[config.mk]
export PLATFORM = sky130hd
export DESIGN_NAME = demux_1x8_16_buf
export DESIGN_NICKNAME = d
export VERILOG_FILES = /design/src/rtl/demux_pkg.sv /design/src/rtl/demux_out_slot.sv /design/src/rtl/demux_1x8_16_buf.sv
export SDC_FILE = /design/constraint.sdc
export NUM_CORES = 1
export LEC_CHECK = 0
export CAP_MARGIN = 5
export CORE_UTILIZATION = 28
export CTS_CLUSTER_DIAMETER = 200
export DETAILED_ROUTE_END_ITERATION = 10
export GPL_ROUTABILITY_DRIVEN = 0
export PLACE_DENSITY = 0.56
export SLEW_MARGIN = 25
export SYNTH_ARGS = -nofsm -noshare
export SYNTH_HDL_FRONTEND = slang
export SYNTH_SLANG_ARGS = --single-unit
export TNS_END_PERCENT = 50
[constraint.sdc]
create_clock -name clk -period 4.8 [get_ports clk]
set_clock_uncertainty 0.15 [all_clocks]
set_input_delay 0.72 -clock clk [delete_from_list [all_inputs] [get_ports clk]]
set_output_delay 0.72 -clock clk [all_outputs]
set_load 0.02 [all_outputs]
[src/rtl/demux_pkg.sv]
// Shared constants and types for the 1-to-8 registered word demultiplexer.
package demux_pkg;
  localparam int WIDTH = 16;
  localparam int N_OUT = 8;
  localparam int SEL_W = $clog2(N_OUT);

  typedef logic [WIDTH-1:0] word_t;
  typedef logic [SEL_W-1:0] sel_t;
endpackage

[src/rtl/demux_out_slot.sv]
// One output channel: a word register plus its valid flag, filled by the
// distributor and drained by the channel's consumer.
module demux_out_slot
  import demux_pkg::*;
(
  input  logic  clk,
  input  logic  rst_n,
  input  logic  fill,
  input  logic  drain,
  input  word_t fill_data,
  output word_t data,
  output logic  valid
);

  word_t data_reg;
  logic  valid_reg;

  // A fill wins over a drain, so a word taken and replaced in one cycle keeps valid high.
  always_ff @(posedge clk or negedge rst_n) begin
    if (!rst_n) begin
      data_reg  <= '0;
      valid_reg <= 1'b0;
    end else if (fill) begin
      data_reg  <= fill_data;
      valid_reg <= 1'b1;
    end else if (drain) begin
      valid_reg <= 1'b0;
    end
  end

  assign data  = data_reg;
  assign valid = valid_reg;

endmodule

[src/rtl/demux_1x8_16_buf.sv]
// Registered 1-to-8 demultiplexer: routes each accepted word to one buffered
// output channel, either by in_sel or by an internal TDM sequence counter.
module demux_1x8_16_buf
  import demux_pkg::*;
(
  input  logic                   clk,
  input  logic                   rst_n,
  input  word_t                  in_data,
  input  sel_t                   in_sel,
  input  logic                   in_valid,
  output logic                   in_ready,
  input  logic                   auto_mode,
  output logic [N_OUT*WIDTH-1:0] out_data,
  output logic [N_OUT-1:0]       out_valid,
  input  logic [N_OUT-1:0]       out_ready,
  output sel_t                   seq_cnt,
  output logic                   frame_done
);

  sel_t             dest;
  logic             dest_ok;
  logic             accept;
  logic [N_OUT-1:0] fill;
  sel_t             seq_cnt_reg;
  logic             frame_done_reg;

  assign dest = auto_mode ? seq_cnt_reg : in_sel;

  // Only a select code beyond the last channel can be unreachable.
  generate
    if (N_OUT < (1 << SEL_W)) begin : g_partial_sel
      assign dest_ok = (int'(dest) < N_OUT);
    end else begin : g_full_sel
      assign dest_ok = 1'b1;
    end
  endgenerate

  assign in_ready = dest_ok & (~out_valid[dest] | out_ready[dest]);
  assign accept   = in_valid & in_ready;

  genvar gi;
  generate
    for (gi = 0; gi < N_OUT; gi++) begin : g_slot
      assign fill[gi] = accept && (dest == sel_t'(gi));

      demux_out_slot u_slot (
        .clk       (clk),
        .rst_n     (rst_n),
        .fill      (fill[gi]),
        .drain     (out_ready[gi]),
        .fill_data (in_data),
        .data      (out_data[gi*WIDTH +: WIDTH]),
        .valid     (out_valid[gi])
      );
    end
  endgenerate

  // Leaving auto mode abandons any partial frame by parking the counter at 0.
  always_ff @(posedge clk or negedge rst_n) begin
    if (!rst_n) begin
      seq_cnt_reg    <= '0;
      frame_done_reg <= 1'b0;
    end else begin
      frame_done_reg <= auto_mode && accept && (seq_cnt_reg == sel_t'(N_OUT - 1));
      if (!auto_mode) begin
        seq_cnt_reg <= '0;
      end else if (accept) begin
        seq_cnt_reg <= (seq_cnt_reg == sel_t'(N_OUT - 1)) ? '0 : seq_cnt_reg + 1'b1;
      end
    end
  end

  assign seq_cnt    = seq_cnt_reg;
  assign frame_done = frame_done_reg;

endmodule

-- Word-level counts from Yosys, hierarchy flattened
Index checks and enable logic that the tools add are counted.
W data, S select, Z words.
- output and inout bits: 141
- register bits: 140
- bits of input ports: 31
- equal/unequal tests: 9
- muxes and demuxes: 24
- reduce and logical (&&, ||, !) cells: 19
- $add $sub $neg: 1
- $lt $le $gt $ge: 1
- bitwise operators: 3
- operators by type and width (cell ; count):
    $mux W1 ; 18
    $reduce_bool A2 Y1 ; 8
    $eq A3 B3 Y1 const B ; 5
    $mux W3 ; 4
    $logic_and A1 B1 Y1 ; 10
    $bmux W1 S3 ; 2
    $eq A3 B2 Y1 const B ; 2
    $lt A3 B4 Y1 const B ; 1
    $add A3 B1 Y3 const B ; 1
    $eq A3 B1 Y1 const B ; 1
    $logic_not A3 Y1 ; 1
    $ne A2 B1 Y1 const B ; 1
    $and A1 B1 Y1 ; 1
    $not A1 Y1 ; 1
    $or A1 B1 Y1 ; 1

-- Logic depth before layout (Yosys ltp)
Gate-level depths: netlist of run 1.
- depth in word-level cells: 8
- depth in mapped cells: 9

-- Modules after synthesis
A second synthesis of run 1 with hierarchy kept.
- cells, all modules: 365
- area total of the unflattened synthesis: 6045.8 sq um
- by module, submodules not included (module ; sequential area each (sq um) ; area an instance (sq um) ; instances ; cells an instance):
    demux_out_slot ; 425.4 ; 683.2 ; 8 ; 37
    demux_1x8_16_buf ; 100.1 ; 580.6 ; 1 ; 69

-- Worst setup path after synthesis of run 1
No wires, ideal clock.
- path kind: input port to flip-flop
- from: input port auto_mode
- to: register g_slot[6].u_slot.data_reg[0]
- stages on the path: 8
- slack: 1.945 ns
- data arrival time: 2.580 ns
- required time: 4.525 ns
- path buffers: 3
- cells stage by stage: buf_6 > mux2i_1 > mux4_2 > a311oi_2 > and3_1 > buf_6 > buf_12 > mux2_4
- word-level cells in the longest chain between the ends: 7
- elaborated cells between the ends (all ways): 10
- those cells by class: eq/ne (1); mux (5); bitwise (3); reduce/logical (1)
- ends and longest elaborated chain (what ; line ; source):
    start: declaration ; demux_1x8_16_buf.sv:12 ; input logic auto_mode,
    $mux W3 (*) ; demux_1x8_16_buf.sv:27 ; assign dest = auto_mode ? seq_cnt_reg : in_sel;
    $bmux W1 S3 ; demux_1x8_16_buf.sv:38 ; assign in_ready = dest_ok & (~out_valid[dest] | out_ready[dest]);
    $mux W1 (not written as such) ; demux_1x8_16_buf.sv:38 ;
    $not A1 Y1 ; demux_1x8_16_buf.sv:38 ;
    $or A1 B1 Y1 ; demux_1x8_16_buf.sv:38 ;
    $and A1 B1 Y1 ; demux_1x8_16_buf.sv:39 ; assign accept = in_valid & in_ready;
    $logic_and A1 B1 Y1 (*) ; demux_1x8_16_buf.sv:44 ; assign fill[gi] = accept && (dest == sel_t'(gi));
    end signal: assignment ; demux_out_slot.sv:24 ; data_reg <= fill_data;
    end: declaration ; demux_out_slot.sv:15 ; word_t data_reg;
Mark *: on every way between the ends. The rest lies on a longest branch, timed or not. The select of a mux whose other input is x is not followed.
A chain may end at the register's enable or synchronous reset.

-- Worst setup path after layout of run 1
- from: input port auto_mode
- to: output port in_ready
- word-level cells in the longest chain between the ends: 5
- elaborated cells between the ends (all ways): 7
- those cells by class: mux (5); bitwise (2)
- ends and longest elaborated chain (what ; line ; source):
    $mux W3 (*) ; demux_1x8_16_buf.sv:27 ;
    $bmux W1 S3 ; demux_1x8_16_buf.sv:38 ;
    $mux W1 (not written as such) ; demux_1x8_16_buf.sv:38 ;
    $not A1 Y1 ; demux_1x8_16_buf.sv:38 ;
    $or A1 B1 Y1 (*) ; demux_1x8_16_buf.sv:38 ;
    end: declaration ; demux_1x8_16_buf.sv:11 ; output logic in_ready,
Marked as above.

==> results of run 1 <==
[power breakdown]
| part | switching (uW) | internal [uW] |
|---|---|---|
| Clock | 561 | 730 |
| Combinational | 845 | 978 |
| Sequential | 217 | 1560 |
| Total | 1620 | 3270 |
[worst min path at each step]
| stage | from | endpoint | cells past startpoint |
|---|---|---|---|
| floorplan | rst_n | frame_done | 0 |
| global placement | g_slot[7].u_slot.data[8] | g_slot[7].u_slot.data[8] | 1 |
| detailed placement | g_slot[5].u_slot.data[5] | g_slot[5].u_slot.data[5] | 1 |
| CTS | rst_n | g_slot[1].u_slot.data[3] | 1 |
| global route | rst_n | g_slot[1].u_slot.data[2] | 1 |
| finish | rst_n | g_slot[1].u_slot.data[2] | 1 |
[critical path: cells and delay by family]
| family | cells | cell delay, ps |
|---|---|---|
| and+or+nand+nor | 4 | 660 |
| buffers and inverters | 2 | 1300 |
| muxes | 1 | 520 |
[through the flow]
step	setup WS [ps]	power, uW	std cells
floorplan	1945	2672	369
global placement	782.1	3613	794
detailed placement	740.2	3637	794
CTS	727.8	4971	826
global route	633.1	5138	826
finish	728.1	4890	826
[final cells by class]
cell class	count	share of cell area [%]
Sequential cell	140	42.40
Multi-Input combinational cell	190	23.97
Timing Repair Buffer	183	22.01
Clock buffer	17	5.149
Tap cell	270	4.089
Clock inverter	15	1.878
Inverter	11	0.4998
[metal layers]
metal | share of wire [%] | vias up | track usage (%)
met5 | 0 | - | 0
met4 | 1.7 | 0 | 5.990
met3 | 5.6 | 18 | 4.438
met2 | 48 | 119 | 23.69
met1 | 45 | 1907 | 19.19
li1 | - | 1653 | -
[logic make-up after synthesis]
group / synth area share (%)
compound gates: 2.753
mux: 27.75
fa+ha+maj: 0.4301
flops: 60.23
simple gates: 3.119
buf+inv: 5.722
[cells in the final DEF (no fill, tap or decap), drive strengths merged, types with 6 or more instances in the layout]
cell / n
buf: 12
and2: 8
clkbuf: 18
nand2: 8
inv: 17
clkdlybuf4s50: 170
a21o: 8
mux2i: 6
mux2: 128
dfrtp: 140
==> impl_metrics.py, run 1 <==
metrics = {
    "setup_path": {
        "cp-startpoint": "auto_mode",
        "cpMostUsedCell": "clkdlybuf4s50_1",
        "worstSetupEndpointType": "primary output",
        "r2r-start": "seq_cnt[0]",
        "cp_max_fo": 10,
        "crit_end": "in_ready",
        "path_class": "input port to primary output",
        "max_stage_delay_ps": 700,
        "crit_chain": "clkdlybuf4s50_1, nand2b_1, and2_4, mux4_2, nand4_1, and2_1, clkdlybuf4s50_1",
        "reg2reg_depth": 6,
        "arrival_ps": 3200,
        "reg2reg_to": "g_slot[5].u_slot.data[10]",
        "startpoint_type": "input port",
        "critPathSlowestCell": "clkdlybuf4s50_1",
        "reg2reg_setup_slack_ps": 1820,
        "crit_required_ps": 3930,
    },
    "clock_tree": {
        "cts_resized": 0,
        "clockBufferDepth": 2,
        "cts_buffers": 17,
        "clock-sinks": 140,
        "cts.clk_slew.worst_paths_ps": 60,
        "hold_buffers": 0,
        "cts.root.buffer_cell": "clkbuf_16",
        "post_cts_buffers": 0,
        "worstSkewPairLatency_ps": 420,
        "tritoncts": "done",
        "cts.htree.levels": 4,
    },
    "final_layout": {
        "multi_input_area_um2": 1981,
        "final_nets": 576,
        "areaGrowthSynthToFinish_pct": 42.03,
        "largest_reg_flops": 128,
        "diodes": 0,
        "drive_gt1_share_pct": 32.01,
        "fillCellCount": 1902,
        "stdcell_area_um2": 8262,
        "post-route-util_pct": 40.70,
        "regArea_um2": 3503,
    },
    "grt": {
        "grt_usage_pct": 14.98,
        "grt_pass1_vias": 3866,
        "grt-ovfl-total": 0,
        "antenna_found_initial": 0,
        "grt_max_degree": 103,
        "grt_first_pass_wirelength_um": 23920,
    },
    "routing": {
        "drtPass1Iterations": 5,
        "vias": 3697,
        "drc": 0,
        "wl_per_cell_um": 18.61,
        "vias_per_cell": 4.476,
        "wl_um": 15380,
        "ant_nets": 0,
        "drt-initial-drc-count": 140,
    },
    "logic_synthesis": {
        "syn_area_per_cell_um2": 15.76,
        "synthesis.area_um2": 5817,
        "yosysMostFrequentCell": "dfrtp_1",
        "yosysTopAreaCellShare_pct": 60.23,
        "synth_commonest_cells": "140 x dfrtp_1, 108 x mux2_2, 18 x mux2_4",
        "synth-seq-cells": 140,
        "syn-num-nets": 402,
        "ys_types": 34,
        "yosysTopAreaCell": "dfrtp_1",
        "ys_warn_count": 0,
        "synth-seq-area-share_pct": 60.23,
        "synthArstFlopShare_pct": 100.0,
        "synth_edf_count": 0,
        "synth_area_leaders": "dfrtp_1 60%, mux2_2 21%, mux2_4 4.6%, buf_6 2.3%, mux2i_1 1.0%",
        "ys.flop_type": "dfrtp_1",
        "syn_inst": 369,
    },
    "timing": {
        "relSlewSlack_pct": 44.21,
        "fin_crit_sh_pct": 84.83,
        "maxSlewViolCount": 0,
        "max_freq_mhz": 245.6,
        "worst_pin_slew_ps": 836.8,
        "whs_ps": 233.6,
        "setup_tns_ps": 0,
        "hold_violations": 0,
        "finalWorstPathRequiredPeriod_ps": 4072,
        "setup_violations": 0,
        "rsz0062_at_grt": "no",
    },
    "die": {
        "die_x_um": 146.1,
        "floorplan.rows": 52,
        "start_util_pct": 28.66,
        "ios": 172,
        "die-area_um2": 21360,
        "coreArea_um2": 20300,
        "die_h_um": 146.1,
    },
    "flow_run": {
        "cap_violations": 0,
    },
    "placed_design": {
        "io_buffers": 171,
        "place_area_um2": 7679,
        "hpwl_um": 10280,
    },
    "min_path": {
        "min_path_type": "input port to async pin",
    },
    "power": {
        "p_per_area_nw_per_um2": 591.9,
        "leakage_uw": 0.003581,
        "ir_drop_uv": 272.0,
    },
    "outcome": {
        "outcome": "complete, no violations",
    },
}
(Power assumes the default switching activity.)
==> run 2: changes to the inputs <==
--- a/config.mk
+++ b/config.mk
@@ -10,7 +10,7 @@
 export CTS_CLUSTER_DIAMETER = 200
 export DETAILED_ROUTE_END_ITERATION = 10
 export GPL_ROUTABILITY_DRIVEN = 0
-export PLACE_DENSITY = 0.56
+export PLACE_DENSITY = 0.58
 export SLEW_MARGIN = 25
 export SYNTH_ARGS = -nofsm -noshare
 export SYNTH_HDL_FRONTEND = slang
==> constraint.sdc (replaced) <==
create_clock -name clk -period 3.3 [get_ports clk]
set_clock_uncertainty 0.15 [all_clocks]
set_input_delay 0.495 -clock clk [delete_from_list [all_inputs] [get_ports clk]]
set_output_delay 0.495 -clock clk [all_outputs]
set_load 0.02 [all_outputs]
==> impl_metrics.py, run 2 (same netlist as run 1, synthesis figures left out) <==
metrics = {
    "outcome": {
        "outcome": "complete, no violations",
    },
    "final_layout": {
        "post-route-util_pct": 41.46,
        "mostFrequentLayoutCell": "clkdlybuf4s50_1",
        "drive_gt1_share_pct": 33.22,
        "final_nets": 591,
        "final_cell_mix": "169 x clkdlybuf4s50_1, 140 x dfrtp_1, 108 x mux2_2, 21 x buf_4, 18 x mux2_4",
        "largest_reg_flops": 128,
        "areaGrowthSynthToFinish_pct": 44.70,
        "diodes": 0,
    },
    "clock_tree": {
        "tritoncts": "done",
        "worstSkewPairLatency_ps": 410,
        "clockBufferDepth": 2,
        "cts_buffers": 17,
        "cts.htree.levels": 4,
        "cts.root.buffer_cell": "clkbuf_16",
        "post_cts_buffers": 0,
        "clock-sinks": 140,
        "cts.clk_slew.worst_paths_ps": 50,
    },
    "timing": {
        "maxSlewViolCount": 0,
        "relSlewSlack_pct": 58.39,
        "setup_violations": 0,
        "max_freq_mhz": 323.2,
        "hold_violations": 0,
        "finalWorstPathRequiredPeriod_ps": 3094,
        "worst_pin_slew_ps": 624.2,
        "whs_ps": 337.1,
        "setup_tns_ps": 0,
        "rsz0062_at_grt": "no",
        "fin_crit_sh_pct": 93.75,
    },
    "die": {
        "die-area_um2": 21360,
        "floorplan.rows": 52,
        "coreArea_um2": 20300,
        "ios": 172,
        "die_x_um": 146.1,
        "start_util_pct": 28.66,
        "die_h_um": 146.1,
    },
    "routing": {
        "drt-initial-drc-count": 105,
        "vias_per_cell": 4.392,
        "drtPass1Iterations": 4,
        "wl_um": 14910,
        "drc": 0,
        "wl_per_cell_um": 17.77,
        "ant_nets": 0,
        "vias": 3685,
    },
    "min_path": {
        "min_path_type": "flop to flop",
        "holdCritStartpoint": "g_slot[5].u_slot.data[4]",
    },
    "setup_path": {
        "r2r-start": "seq_cnt[1]",
        "crit_required_ps": 2650,
        "path_buf_inv": 2,
        "cp-startpoint": "auto_mode",
        "critPathSlowestCell": "mux4_2",
        "crit_chain": "clkdlybuf4s50_1, nand2b_1, and2_4, mux4_2, nand4_1, and2_1, dlygate4sd2_1",
        "path_class": "input port to primary output",
        "max_stage_delay_ps": 520,
        "arrival_ps": 2450,
        "worstSetupEndpointType": "primary output",
        "path_delay_family": "buffers and inverters",
        "startpoint_type": "input port",
        "cp_max_fo": 4,
    },
    "placed_design": {
        "io_buffers": 171,
        "hpwl_um": 10410,
    },
    "power": {
        "leakage_uw": 0.003666,
        "ir_drop_uv": 412.2,
        "p_per_area_nw_per_um2": 842.9,
        "finalPower_uw": 7094,
    },
    "grt": {
        "grt_pass1_vias": 3984,
        "grt_max_degree": 78,
        "grt_usage_pct": 14.51,
        "grt_first_pass_wirelength_um": 23380,
        "antenna_found_initial": 0,
        "grt-ovfl-total": 0,
    },
    "flow_run": {
        "cap_violations": 0,
    },
}
==> run 2: worst paths after layout <==
kind                       slack [ps]                        end  cells past startpoint
min                               340   g_slot[5].u_slot.data[4]                      1
min in group asynchronous         490   g_slot[5].u_slot.data[2]                      2
max reg2reg                       570  g_slot[7].u_slot.data[11]                      7
max                               210                   in_ready                      7
min reg2reg                       340   g_slot[5].u_slot.data[4]                      1
max in group asynchronous        1640   g_slot[4].u_slot.data[2]                      3
==> run 2: final cells by class <==
class	count	area (um2)
Clock buffer	20	456.7
Clock inverter	10	117.6
Inverter	11	41.29
Tap cell	270	337.8
Fill cell	1893	11880
Sequential cell	140	3503
Multi-Input combinational cell	190	1981
Timing Repair Buffer	198	1979
==> run 2: metrics by stage <==
stage	setup slack [ps]	std cells	cell area (um2)
2_1_floorplan	669.7	369	5817
4_1_cts	204.8	839	8417
5_1_grt	87.25	839	8417
6_report	206.2	839	8417
3_3_place_gp	-37.95	808	7834
3_5_place_dp	-74.61	808	7834
==> run 2: report_power, final <==
| group | internal (uW) | total, uW | switching [uW] |
|---|---|---|---|
| combinational | 1440 | 2680 | 1240 |
| sequential | 2270 | 2570 | 299 |
| clock | 1140 | 1850 | 703 |
==> run 2: worst register-to-register path, stage by stage (launching register included) <==
cell	delay, ps
dfrtp_1	510
nand2_4	90
nand2_1	120
mux4_2	530
a311oi_2	390
and2_1	230
buf_4	230
mux2_2	360
==> run 2: what timing repair did <==
action / 4_1_cts / 5_1_grt
resized for setup: 1 / 0
setup endpoints to repair: 1 / 0
hold buffers: 1 / 0
hold endpoints to repair: 63 / 0
==> run 2: per-layer routing <==
layer,global-route usage (%),vias up,share of wire (%)
li1,-,1664,-
met1,18.39,1903,44
met2,23.40,108,49
met3,5.188,10,6.2
met4,3.854,0,0.81
met5,0,-,0
